**config.mk**
```make
export PLATFORM = sky130hd
export DESIGN_NAME = regfile_wr_arbiter
export DESIGN_NICKNAME = d
export VERILOG_FILES = /design/src/rtl/regfile_wr_arbiter.sv
export SDC_FILE = /design/constraint.sdc
export NUM_CORES = 1
export LEC_CHECK = 0
export CORE_ASPECT_RATIO = 1.75
export CORE_MARGIN = 3
export CORE_UTILIZATION = 50
export DETAILED_ROUTE_END_ITERATION = 12
export DONT_BUFFER_PORTS = 1
export GPL_TIMING_DRIVEN = 0
export PLACE_DENSITY = 0.77
export SLEW_MARGIN = 15
export SYNTH_ARGS = -nofsm -noshare
export SYNTH_HDL_FRONTEND = slang
export SYNTH_SLANG_ARGS = --single-unit
```
**constraint.sdc**
```tcl
create_clock -name clk -period 1.9 [get_ports clk]
set_input_delay 0.38 -clock clk [delete_from_list [all_inputs] [get_ports clk]]
set_output_delay 0.38 -clock clk [all_outputs]
set_load 0.02 [all_outputs]
```
**src/rtl/regfile_wr_arbiter.sv**
```systemverilog
// Round-robin owner of the register file write port, plus a zeroing sweep that clears every entry.
// A granted write reaches rf_* one cycle later. req_ready is held low during reset, while clearing, and when clr_start is high.
module regfile_wr_arbiter #(
    parameter int NREQ  = 4,
    parameter int WIDTH = 8,
    parameter int DEPTH = 16,
    parameter int AW    = 4,
    parameter int IDW   = 2
) (
    input  logic                  clk,
    input  logic                  rst,
    input  logic [NREQ-1:0]       req_valid,
    output logic [NREQ-1:0]       req_ready,
    input  logic [NREQ*AW-1:0]    req_addr,
    input  logic [NREQ*WIDTH-1:0] req_data,
    input  logic                  clr_start,
    output logic                  clr_busy,
    output logic                  rf_wr_en,
    output logic [AW-1:0]         rf_addr,
    output logic [WIDTH-1:0]      rf_wr_data,
    output logic [IDW-1:0]        grant_id,
    output logic                  err_oob
);

    typedef enum logic {ST_ARB, ST_CLEAR} state_t;

    localparam logic [AW:0]   DEPTH_W  = (AW+1)'(DEPTH);
    localparam logic [AW-1:0] LAST_ADR = AW'(DEPTH - 1);
    localparam logic [IDW-1:0] LAST_ID = IDW'(NREQ - 1);

    state_t           r_state;
    logic [IDW-1:0]   r_rr;

    logic             w_gnt_vld;
    logic [IDW-1:0]   w_gnt_idx;
    logic [AW-1:0]    w_gnt_addr;
    logic [WIDTH-1:0] w_gnt_data;
    logic             w_gnt_oob;
    logic [IDW-1:0]   w_rr_next;

    function automatic logic [IDW-1:0] wrap_add(input logic [IDW-1:0] p, input int k);
        int s;
        s = int'(p) + k;
        if (s >= NREQ) s = s - NREQ;
        return IDW'(s);
    endfunction

    // First valid requester at or after the round-robin pointer wins.
    always_comb begin
        w_gnt_vld = 1'b0;
        w_gnt_idx = '0;
        for (int k = 0; k < NREQ; k++) begin
            if (!w_gnt_vld && req_valid[wrap_add(r_rr, k)]) begin
                w_gnt_vld = 1'b1;
                w_gnt_idx = wrap_add(r_rr, k);
            end
        end
        if (rst || r_state != ST_ARB || clr_start) begin
            w_gnt_vld = 1'b0;
        end
    end

    assign req_ready  = w_gnt_vld ? (NREQ'(1) << w_gnt_idx) : '0;
    assign w_gnt_addr = req_addr[w_gnt_idx*AW +: AW];
    assign w_gnt_data = req_data[w_gnt_idx*WIDTH +: WIDTH];
    assign w_gnt_oob  = {1'b0, w_gnt_addr} >= DEPTH_W;
    assign w_rr_next  = (w_gnt_idx == LAST_ID) ? '0 : w_gnt_idx + 1'b1;

    always_ff @(posedge clk or posedge rst) begin
        if (rst) begin
            r_state    <= ST_ARB;
            r_rr       <= '0;
            clr_busy   <= 1'b0;
            rf_wr_en   <= 1'b0;
            rf_addr    <= '0;
            rf_wr_data <= '0;
            grant_id   <= '0;
            err_oob    <= 1'b0;
        end else begin
            err_oob <= 1'b0;
            case (r_state)
                ST_ARB: begin
                    if (clr_start) begin
                        r_state    <= ST_CLEAR;
                        clr_busy   <= 1'b1;
                        rf_wr_en   <= 1'b1;
                        rf_addr    <= '0;
                        rf_wr_data <= '0;
                    end else if (w_gnt_vld) begin
                        r_rr <= w_rr_next;
                        if (w_gnt_oob) begin
                            rf_wr_en <= 1'b0;
                            err_oob  <= 1'b1;
                        end else begin
                            rf_wr_en   <= 1'b1;
                            rf_addr    <= w_gnt_addr;
                            rf_wr_data <= w_gnt_data;
                            grant_id   <= w_gnt_idx;
                        end
                    end else begin
                        rf_wr_en <= 1'b0;
                    end
                end
                ST_CLEAR: begin
                    // rf_addr doubles as the sweep counter; data stays zero from entry.
                    if (rf_addr == LAST_ADR) begin
                        r_state  <= ST_ARB;
                        clr_busy <= 1'b0;
                        rf_wr_en <= 1'b0;
                    end else begin
                        rf_addr <= rf_addr + 1'b1;
                    end
                end
                default: r_state <= ST_ARB;
            endcase
        end
    end

endmodule
```
==> results of run 1 <==
## routing by layer
| layer | routed length, µm | track usage (%) |
|---|---|---|
| met4 | 87 | 11.7 |
| met5 | 0 | 0 |
| met1 | 1200 | 24.9 |
| met2 | 2010 | 41.8 |
| met3 | 260 | 4.73 |
## flip-flops by register name (all words and copies together) (netlist names)
| signal | count |
|---|---|
| rf_wr_data | 8 |
| clr_busy | 1 |
| rf_wr_en | 1 |
| grant_id | 2 |
| r_rr | 2 |
| rf_addr | 4 |
| r_state | 1 |
## report_power, final
part	leakage, nW	internal [mW]	switching, mW
Clock	0.0228	0.150	0.139
Sequential	0.230	0.586	0.366
Combinational	0.504	0.694	0.612
Total	0.756	1.43	1.12
## timing repair
action	4_1_cts	5_1_grt
setup buffers	9	1
setup endpoints to repair	13	16
resized for setup	21	7
pin swaps	16	5
endpoints found under the hold margin	0	0
cloned	1	0
hold buffers	0	0
## kinds of logic after synthesis
| family | count (synthesis) | synth area share, % |
|---|---|---|
| adder cells (fa/ha/maj) | 5 | 4.55 |
| multiplexers | 30 | 22.5 |
| AO/OA/AOI/OAI | 26 | 15.4 |
| buffers and inverters | 12 | 6.18 |
| flip-flops | 19 | 34.5 |
| AND/OR/NAND/NOR | 48 | 16.6 |
| other | 1 | 0.272 |
## cells in the mapped netlist (2+ instances only)
| cell type | count |
|---|---|
| mux2i_1 | 26 |
| nand2_1 | 24 |
| dfrtp_1 | 19 |
| a32o_1 | 8 |
| a21oi_1 | 6 |
| nor2_1 | 6 |
| and3_1 | 5 |
| ha_1 | 5 |
| inv_1 | 4 |
| o21ai_0 | 4 |
| mux2_2 | 3 |
| nand3_1 | 3 |
| buf_4 | 2 |
| buf_6 | 2 |
| nor2b_1 | 2 |
| nor3_1 | 2 |
| nor3_2 | 2 |
## through the flow
stage	TNS [ns]	util [%]	total power, mW	cells	hold WS, ns
after global routing	-3.25	65.2	2.75	180	0.188
after CTS	-2.21	65.0	2.57	181	0.149
after floorplan	0	-	1.77	141	0.331
after detailed placement	-0.619	55.8	2.00	167	0.431
final	-1.85	65.2	2.55	180	0.120
after global placement	-0.407	55.8	1.93	167	0.425
## final timing paths
kind	cells after the start	end	from	slack [ns]
worst max-delay path	8	req_ready[2]	r_rr[1]$_DFFE_PP0P_	-0.23
worst min-delay path	1	r_state$_DFF_PP0_	rst	0.12
worst max register to register	10	rf_wr_data[1]$_DFFE_PP0P_	r_rr[1]$_DFFE_PP0P_	-0.15
worst min register to register	1	r_rr[1]$_DFFE_PP0P_	r_rr[1]$_DFFE_PP0P_	0.62
max in group asynchronous	1	r_rr[1]$_DFFE_PP0P_	rst	1.28
min in group clk	2	r_rr[0]$_DFFE_PP0P_	rst	0.36
## critical path, stage by stage (launching register included)
cell	delay, ns
dfrtp_2	0.45
nand2_2	0.09
a21oi_1	0.08
nor3_2	0.25
buf_6	0.15
buf_12	0.11
inv_6	0.04
ha_4	0.14
and3_4	0.16
## area by class of cell
type                    instances  area, µm²
inverters                       5       28.8
well taps                      26       32.5
clock buffers                   4       45.0
repair buffers                  9        108
plain buffers                   7       78.8
multi-input cells             110        895
flip-flops and latches         19        477
fillers                       222        888
==> reports/results.ini, run 1 <==
[power]
p_per_area_nw_per_um2=1530
cellLeakagePower_nw=0.756
ir_drop_v=0.000712

[synthesis]
synth_top_cell_area_share_pct=34.5
ys_seq_elements=19
ys.flop_type=dfrtp_1
yosysSeqAreaShare_pct=34.5
async_flop_share_pct=100
yosys_warnings=0
synth_cells=141
syn_area_um2=1380
synthTopCellsByArea=dfrtp_1 (35%), mux2i_1 (19%), nand2_1 (6.5%), a32o_1 (5.8%), ha_1 (4.5%)
synth_top_area_cell=dfrtp_1
synth_edf_count=0
yosysUniqueCellTypes=35
syn_area_per_cell_um2=9.76
syn-num-nets=201

[finish]
final_nets=215
layout_commonest_cell=mux2i_1
design_area_um2=1660
syn2layout_area_growth_pct=20.9
drive_gt1_share_pct=26.0
diodes=0
most-common-layout-cells=mux2i_1 (25), nand2_1 (23), dfrtp_1 (18)

[detailed_routing]
wirelength_mm=3.56
viasPerCell=6.37
vias=1147
drt_first_pass_iters=4
postRouteAntennaNets=0
drc=0
first_iter_violations=18
detail_route.wl_per_cell_um=19.8

[clock_tree]
clk_pin_slew_worst_paths_ns=0.07
cts_tree=built
worstSkewPairLatency_ns=0.26
cts_sinks=19
clockBufferDepth=2
h-tree-depth=1
cts_made_buffers=3
clock-root-buffer=clkbuf_8

[sta]
fmax_mhz=470
fin_crit_sh_pct=112
grt_setup_unrepaired=yes
finalCriticalPeriod_ns=2.13
fin_skew_ns=0.00400
slew_headroom_pct=51.7
finalSetupViolations=14
finalHoldViolCount=0
timing.final.ws_setup_ns=-0.226
slew_violations=0
max_slew.worst_pin.slew_ns=0.723

[placed_design]
routabilityCongestion=0.798
port_buffers=0
place_ws_ns=-0.169
dp_hpwl_mm=2.61
placed_area_um2=1420

[grt]
grt_pass1_vias=1287
grt_max_degree=20
grt_pass1_wl_mm=5.80
antenna_found_initial=0
overflow=0
grtUsageTotal_pct=23.4

[floorplan]
start_util_pct=53.9
die_h_um=75.4
rows=24
dieArea_um2=3440
boundaryPins=76
core_um2=2550
chipWidth_um=45.7

[critical_path]
worstPathRequired_ns=1.52
start_kind=flip-flop
critPathMaxFanout=5
crit_path_end_kind=output pin
worstSetupPathType=flip-flop to output pin
cp.arrival_ns=1.75

[worst_hold_path]
min-delay-path-class=primary input to async pin

[outcome]
violations=setup timing
status=finished with violations

[job]
cap_violations=0

Power figures use the tool's default switching activity.
==> run 2: changes to the inputs <==
--- a/config.mk
+++ b/config.mk
@@ -11,7 +11,7 @@
 export DETAILED_ROUTE_END_ITERATION = 12
 export DONT_BUFFER_PORTS = 1
 export GPL_TIMING_DRIVEN = 0
-export PLACE_DENSITY = 0.77
+export PLACE_DENSITY = 0.68
 export SLEW_MARGIN = 15
 export SYNTH_ARGS = -nofsm -noshare
 export SYNTH_HDL_FRONTEND = slang
==> reports/results.ini, run 2 (synthesized netlist as in run 1, its figures left out) <==
[grt]
busiest_layer=met2  ; unchanged
grt_max_degree=20  ; unchanged
overflow=0  ; unchanged
grt_pass1_wl_mm=5.33  ; was 5.80 mm
grt_pass1_vias=1193  ; was 1,287
grt.met3_usage_pct=4.02  ; was 4.73%
met2_usage_pct=38.4  ; was 41.8%
grtUsageTotal_pct=21.2  ; was 23.4%
antenna_found_initial=0  ; unchanged
met1_usage_pct=23.4  ; was 24.9%

[finish]
fill_cells=205  ; was 222
largest_reg_flops=8  ; unchanged
most-common-layout-cells=mux2i_1 (26), nand2_1 (23), dfrtp_1 (18)  ; was mux2i_1 (25), nand2_1 (23), dfrtp_1 (18)
diodes=0  ; unchanged
drive_gt1_share_pct=27.8  ; was 26.0%
largestRegisters=rf_wr_data (8), rf_addr (4)  ; unchanged
largest_register=rf_wr_data  ; unchanged
final_nets=219  ; was 215
syn2layout_area_growth_pct=22.4  ; was 20.9%
layout_commonest_cell=mux2i_1  ; unchanged

[critical_path]
start_kind=flip-flop  ; unchanged
crit_path_end_kind=output pin  ; unchanged
critPathMaxFanout=5  ; unchanged
worstSetupPathType=flip-flop to output pin  ; unchanged
critical-path-slowest-cell=dfrtp_2  ; unchanged
cpPeakStageDelay_ns=0.42  ; was 0.45 ns
cp_cell_sequence=mux2i_1 > nor2_1 > nor3_2 > buf_6 > buf_12 > inv_4 > ha_2 > and3_4  ; was nand2_2 > a21oi_1 > nor3_2 > buf_6 > buf_12 > inv_6 > ha_4 > and3_4
cp.arrival_ns=1.68  ; was 1.75 ns
worstPathRequired_ns=1.52  ; about the same

[outcome]
status=finished with violations  ; unchanged
violations=setup timing  ; unchanged

[detailed_routing]
postRouteAntennaNets=0  ; unchanged
drc=0  ; unchanged
drt_first_pass_iters=4  ; unchanged
detail_route.wl_per_cell_um=18.5  ; was 19.8 µm
viasPerCell=6.26  ; was 6.37
vias=1151  ; was 1,147
first_iter_violations=19  ; was 18
wirelength_mm=3.41  ; was 3.56 mm

[clock_tree]
holdBufCountCts=0  ; unchanged
cts_made_buffers=3  ; unchanged
h-tree-depth=1  ; unchanged
cts_tree=built  ; unchanged
clock-root-buffer=clkbuf_8  ; unchanged
clk_pin_slew_worst_paths_ns=0.07  ; about the same
worstSkewPairLatency_ns=0.25  ; was 0.26 ns
cts_sinks=19  ; unchanged
clockBufferDepth=2  ; unchanged

[power]
p_per_area_nw_per_um2=1520  ; was 1530 nW/µm²
ir_drop_v=0.000819  ; was 0.000712 V
cellLeakagePower_nw=0.781  ; was 0.756 nW

[sta]
finalCriticalPeriod_ns=2.06  ; was 2.13 ns
fmax_mhz=485  ; was 470 MHz
fin_skew_ns=0.00288  ; was 0.00400 ns
setup_tns_ns=-0.667  ; was -1.85 ns
finalHoldViolCount=0  ; unchanged
timing.final.ws_setup_ns=-0.160  ; was -0.226 ns
fin_crit_sh_pct=108  ; was 112%
grt_setup_unrepaired=yes  ; unchanged
slew_violations=0  ; unchanged
slew_headroom_pct=50.1  ; was 51.7%
max_slew.worst_pin.slew_ns=0.748  ; was 0.723 ns
finalSetupViolations=9  ; was 14
whs_ns=0.141  ; was 0.120 ns

[job]
cap_violations=0  ; unchanged

[floorplan]
dieArea_um2=3440  ; unchanged
core_um2=2550  ; unchanged
start_util_pct=53.9  ; unchanged
chipWidth_um=45.7  ; unchanged
die_h_um=75.4  ; unchanged
boundaryPins=76  ; unchanged
rows=24  ; unchanged

[placed_design]
port_buffers=0  ; unchanged
dp_hpwl_mm=2.50  ; was 2.61 mm
routabilityCongestion=0.750  ; was 0.798

[worst_hold_path]
min-delay-path-class=primary input to async pin  ; unchanged

-- run 2: area by class of cell --
type / count / area, µm² / area share, %
Buffer: 7 / 78.8 / 4.68
Clock buffer: 4 / 45.0 / 2.67
Inverter: 5 / 26.3 / 1.56
Multi-Input combinational cell: 110 / 890 / 52.8
Sequential cell: 19 / 477 / 28.3
Tap cell: 26 / 32.5 / 1.93
Timing Repair Buffer: 13 / 135 / 8.02
-- run 2: repair_timing --
| item | in CTS | in global routing |
|---|---|---|
| pin swaps | 3 | 11 |
| endpoints found under the setup margin | 5 | 14 |
| gates resized for setup | 13 | 12 |
| setup buffers | 8 | 5 |
| cloned | 0 | 1 |
-- run 2: metrics by stage --
stage	total power, mW	instances	setup slack, ns	util, %	instance area [µm²]
after floorplan	1.77	141	0.0374	-	1390
after global placement	1.94	167	-0.144	55.8	1420
after detailed placement	1.98	167	-0.202	55.8	1420
after CTS	2.41	179	-0.189	61.6	1570
after global routing	2.76	184	-0.245	66.0	1680
final	2.56	184	-0.160	66.0	1680
-- run 2: worst max-delay path: cells and delay by family, from the launching register on --
family	cells	cell delay (ns)
AND/OR/NAND/NOR	3	0.36
flip-flops	1	0.42
adder cells (fa/ha/maj)	1	0.16
buffers and inverters	3	0.28
multiplexers	1	0.19
-- run 2: final timing paths --
kind	from	to	slack (ns)	cells after the start
max	r_rr[1]$_DFFE_PP0P_	req_ready[0]	-0.16	8
max reg2reg	r_rr[1]$_DFFE_PP0P_	rf_wr_data[1]$_DFFE_PP0P_	-0.02	10
max in group asynchronous	rst	r_rr[1]$_DFFE_PP0P_	1.25	1
min in group clk	rst	r_rr[0]$_DFFE_PP0P_	0.35	2
min	rst	r_rr[0]$_DFFE_PP0P_	0.14	1
min reg2reg	r_rr[1]$_DFFE_PP0P_	r_rr[1]$_DFFE_PP0P_	0.61	1
-- run 2: metal layers --
layer | part of all wire [%] | vias to the layer above
li1 | - | 547
met1 | 37 | 536
met2 | 54 | 63
met3 | 7.9 | 5
met4 | 1.3 | 0
met5 | 0 | -
-- run 2: power by group --
| group | leakage, nW | internal, mW | total [mW] | switching, mW |
|---|---|---|---|---|
| Sequential | 0.230 | 0.586 | 0.953 | 0.366 |
| Clock | 0.0228 | 0.149 | 0.281 | 0.132 |
| Combinational | 0.529 | 0.724 | 1.33 | 0.602 |
